<file path="src/rtl/gpr_file.sv">
// Two-read / one-write register file with a per-register pending-write scoreboard.
// Define GPR_WRITE_BYPASS_EN to forward same-cycle write-back data to the read ports.
module gpr_file #(
  parameter int DATA_WIDTH = 32,
  parameter int ADDR_WIDTH = 5
) (
  input  logic                  clock_in,
  input  logic                  reset_in,
  input  logic [ADDR_WIDTH-1:0] rs1_addr_in,
  input  logic [ADDR_WIDTH-1:0] rs2_addr_in,
  output logic [DATA_WIDTH-1:0] rs1_data_out,
  output logic [DATA_WIDTH-1:0] rs2_data_out,
  output logic                  rs1_busy_out,
  output logic                  rs2_busy_out,
  input  logic                  rd_wr_en_in,
  input  logic [ADDR_WIDTH-1:0] rd_addr_in,
  input  logic [DATA_WIDTH-1:0] rd_data_in,
  input  logic                  issue_en_in,
  input  logic [ADDR_WIDTH-1:0] issue_addr_in,
  output logic [ADDR_WIDTH:0]   busy_count_out
);
  localparam int NREGS = 2**ADDR_WIDTH;

  logic [NREGS-1:0][DATA_WIDTH-1:0] regs;
  logic [NREGS-1:0]                 busy, busy_nxt;
  logic [ADDR_WIDTH:0]              busy_count, cnt_nxt;

  // Clear on write-back first, then set on issue: a same-cycle issue wins.
  always_comb begin
    busy_nxt = busy;
    if (rd_wr_en_in)  busy_nxt[rd_addr_in]    = 1'b0;
    if (issue_en_in)  busy_nxt[issue_addr_in] = 1'b1;
    busy_nxt[0] = 1'b0;
  end

  always_comb begin
    cnt_nxt = '0;
    for (int i = 0; i < NREGS; i++)
      cnt_nxt = cnt_nxt + {{ADDR_WIDTH{1'b0}}, busy_nxt[i]};
  end

  always_ff @(posedge clock_in) begin
    if (!reset_in) begin
      regs       <= '0;
      busy       <= '0;
      busy_count <= '0;
    end else begin
      if (rd_wr_en_in && rd_addr_in != '0)
        regs[rd_addr_in] <= rd_data_in;
      busy       <= busy_nxt;
      busy_count <= cnt_nxt;
    end
  end

  assign busy_count_out = busy_count;

  logic [1:0][ADDR_WIDTH-1:0] rs_addr;
  logic [1:0][DATA_WIDTH-1:0] rs_data;
  logic [1:0]                 rs_busy;

  assign rs_addr = {rs2_addr_in, rs1_addr_in};

  // regs[0] and busy[0] are held at zero, so index 0 needs no special case.
  for (genvar p = 0; p < 2; p++) begin : g_rd
`ifdef GPR_WRITE_BYPASS_EN
    logic hit;
    assign hit        = rd_wr_en_in && (rd_addr_in != '0) && (rd_addr_in == rs_addr[p]);
    assign rs_data[p] = hit ? rd_data_in : regs[rs_addr[p]];
    assign rs_busy[p] = hit ? (issue_en_in && issue_addr_in == rs_addr[p]) : busy[rs_addr[p]];
`else
    assign rs_data[p] = regs[rs_addr[p]];
    assign rs_busy[p] = busy[rs_addr[p]];
`endif
  end

  assign rs1_data_out = rs_data[0];
  assign rs2_data_out = rs_data[1];
  assign rs1_busy_out = rs_busy[0];
  assign rs2_busy_out = rs_busy[1];
endmodule

</file>
<file path="config.mk">
export PLATFORM = sky130hd
export DESIGN_NAME = gpr_file
export DESIGN_NICKNAME = d
export VERILOG_FILES = /design/src/rtl/gpr_file.sv
export SDC_FILE = /design/constraint.sdc
export NUM_CORES = 2
export LEC_CHECK = 0
export CAP_MARGIN = 20
export CORE_MARGIN = 1.5
export CORE_UTILIZATION = 49
export CTS_BUF_LIST = sky130_fd_sc_hd__clkbuf_4 sky130_fd_sc_hd__clkbuf_8 sky130_fd_sc_hd__clkbuf_16
export DETAILED_ROUTE_END_ITERATION = 6
export GPL_ROUTABILITY_DRIVEN = 0
export PLACE_DENSITY = 0.67
export SKIP_CTS_REPAIR_TIMING = 1
export SYNTH_ARGS = -nofsm -noshare
export SYNTH_HDL_FRONTEND = slang
export SYNTH_SLANG_ARGS = --single-unit
</file>
<file path="constraint.sdc">
create_clock -name clock_in -period 6.4 [get_ports clock_in]
set_input_delay 0.64 -clock clock_in [delete_from_list [all_inputs] [get_ports clock_in]]
set_output_delay 0.64 -clock clock_in [all_outputs]
set_load 0.05 [all_outputs]
</file>
==> out/metrics.yaml <==
grt:
  track_usage_pct: 35.6
  grt_max_degree: 203
  grt_pass1_vias: 43100
  grt_overflow: 0
  grt_pass1_wl_mm: 286
  antenna_found_initial: 9
routing:
  wire_per_inst_um: 27.6
  drc: 0
  vias_per_cell: 6.56
  firstDrtPassIters: 6
  ant_nets: 0
  drt-total-wl_mm: 198
  vias: 46900
  drtIter0Drc: 7583
floorplan:
  die_h_um: 330
  start_util_pct: 49.6
  die_area_um2: 109000
  fp.dieW_um: 330
  core_area_um2: 106000
  rows: 119
  io_pins: 128
run_status:
  status: "finished clean"
setup_path:
  cp_data_arrival_time_ns: 6.35
  startpoint_type: "input pin"
  r2r_cells: 17
  endpoint_kind: "flop"
  timing.critical_path.mode_cell: "fa_1"
  max_stage_delay_ns: 0.57
  crit_end: "busy_count_out[4]"
  reg2reg_to: "busy_count_out[4]"
  path_buf_inv: 5
  crit_fanout: 8
  slowest_stage: "nor3b_1"
  timing.setup.critical_path_class: "in -> reg"
  critPathTopFamily: "adder cells"
  critical_path_cell_count: 19
  rr_startpoint: "busy[28]"
  crit_chain: "clkdlybuf4s50_1 -> nor3b_1 -> a22oi_1 -> fa_1 -> fa_1 -> inv_1 -> fa_1 -> fa_1 -> inv_1 -> fa_1 -> fa_1 -> inv_1 -> fa_1 -> inv_1 -> fa_1 -> nor2b_1 -> o21ai_0 -> nor3b_1 -> nor3_1"
  r2r_setup_slack_ns: 1.33
  worstPathRequired_ns: 6.97
  worstSetupStartpoint: "issue_addr_in[3]"
timing:
  holdWs_ns: 0.463
  setup-violations-final: 0
  fin_skew_ns: 0.0123
  post-route-min-period_ns: 5.79
  fmax_mhz: 173
  fin_crit_sh_pct: 90.4
  rsz0062_at_grt: "false"
  worst_slew_margin_rel_pct: 24.4
  maxSlewViolCount: 0
  tightest_slew_ns: 1.13
  hold_viol: 0
yosys:
  async_flop_share_pct: 0
  synthCells: 5800
  syn_area_um2: 52300
  ys_seq_area_share_pct: 40.6
  yosys_warnings: 0
  synth-edff-count: 0
  synth_cell_types: 42
  synth.avg_cell_area_um2: 9.02
  synth_ff_type: "dfxtp_1"
  syn_nets: 5886
  ys_ff_latch: 1061
job:
  max_cap_viol_count: 0
clock_network:
  cts_tree: "yes"
  path_clk_slew_ns: 0.06
  clock-sinks: 1061
  htreeDepth: 3
  cts-buffers-inserted: 110
  clock_latency_ns: 0.72
  clockRootBuffer: "clkbuf_16"
  cts_max_path_buffers: 3
power_and_ir_drop:
  leakage_nw: 19.3
  finalPower_w: 0.0153
  power_density_nw_per_um2: 259
  ir_drop_uv: 211
final_layout:
  layout.nets: 5758
  layout-drive-gt1-share_pct: 17.9
  instances_no_fill: 7159
  area_growth_pct: 13.4
  fin_util_pct: 56.2
placement:
  dp_cells: 6940
  post-dp-hpwl_mm: 114
  port_buffers: 127
min_path:
  hold_class: "reg -> reg"
## through the flow
step	worst slack [ns]	TNS [ns]	instance area (um^2)
floorplan	0.654	0	52300
global placement	-0.0595	-0.0595	54900
detailed placement	-0.0846	-0.0846	55100
CTS	0.663	0	59100
global route	0.204	0	59300
finish	0.615	0	59400
## worst min-delay path by stage
| stage | start | end | slack (ns) | depth (start not counted) |
|---|---|---|---|---|
| 6_report | regs[388] | regs[388] | 0.46 | 2 |
| 5_1_grt | regs[735] | regs[735] | 0.47 | 2 |
| 4_1_cts | regs[441] | regs[441] | 0.46 | 2 |
| 3_5_place_dp | regs[441] | regs[441] | 0.46 | 2 |
| 3_3_place_gp | regs[402] | regs[402] | 0.45 | 2 |
| 2_1_floorplan | regs[100] | regs[100] | 0.44 | 2 |
## cell usage in the layout (no fill, tap or decap), types with 27 or more instances in the layout
cell | netlist | final
nand2_1 | 2025 | 1988
inv_1 | 27 | 27
nand2_2 | 0 | 37
clkdlybuf4s50_1 | 0 | 122
buf_4 | 65 | 172
and2_1 | 51 | 48
clkbuf_16 | 0 | 112
dfxtp_1 | 1061 | 1061
nor2_4 | 0 | 28
nor4_1 | 64 | 64
a21oi_1 | 993 | 993
o22ai_1 | 256 | 256
mux4_2 | 518 | 518
buf_12 | 0 | 27
## where the power goes
group	internal, W	switching, W
clock	0.00416	0.00289
combinational	0.000516	0.00108
sequential	0.00666	0.0000363
total	0.0113	0.00401
## tightest hold or removal path: stages, from the launching register on
cell     delay, ns
dfxtp_1       0.32
nand2_1       0.05
a21oi_1       0.05
## cells by family after synthesis
logic type	Yosys count	share of synthesized area, %
DFF	1061	40.6
muxes	536	22.7
buffers and inverters	613	5.18
xor gates and xnor gates	1	0.0167
AOI/OAI and AO/OA	1294	13.2
and+or+nand+nor	2265	17.3
adders and majority gates	30	1.05
## routing by layer
metal	vias up	routed length [um]	GRT usage [%]
li1	20200	-	-
met1	22800	73300	47.7
met2	3260	88200	53.4
met3	680	25200	8.83
met4	8	10900	18.6
met5	-	46	0.130
## cell usage after synthesis (2+ instances only)
cell type,number,share of area (%)
a21oi_1,993,9.5
clkbuf_1,398,2.9
or3_1,4,0.048
o21ai_0,4,0.038
o31a_1,4,0.067
mux4_2,518,22
buf_6,2,0.043
or3b_2,3,0.050
a41oi_1,2,0.033
nor2_2,7,0.084
nor2b_1,8,0.096
mux2i_1,10,0.19
nand2_1,2025,15
buf_4,65,0.93
nand2b_1,4,0.048
fa_1,23,0.88
inv_1,27,0.19
buf_2,119,1.1
nor3_1,4,0.038
nor4_1,64,0.77
dfxtp_1,1061,41
nor2_1,43,0.31
nor3b_1,8,0.11
a22oi_1,16,0.23
a31o_2,2,0.033
and3b_1,8,0.13
ha_1,7,0.17
nand3b_1,13,0.19
nand3_1,11,0.11
a22o_1,15,0.25
and2_1,51,0.61
o22ai_1,256,3.1
mux2_2,8,0.17
and3_1,4,0.048
nand4_1,6,0.072
## final cells by class
class                           instances  area, um^2
Antenna cell                            8        20.0
Clock buffer                          147        3190
Clock inverter                         53         791
Fill cell                            9054       46200
Inverter                               28         113
Multi-Input combinational cell       4126       28700
Sequential cell                      1061       21200
Tap cell                             1391        1740
Timing Repair Buffer                  345        3570
## state kept, by name, summed over array words and instances (netlist names)
name,flops
regs,1024
busy,31
busy_count_out,6
No activity file was read; power rests on OpenSTA's default activity.
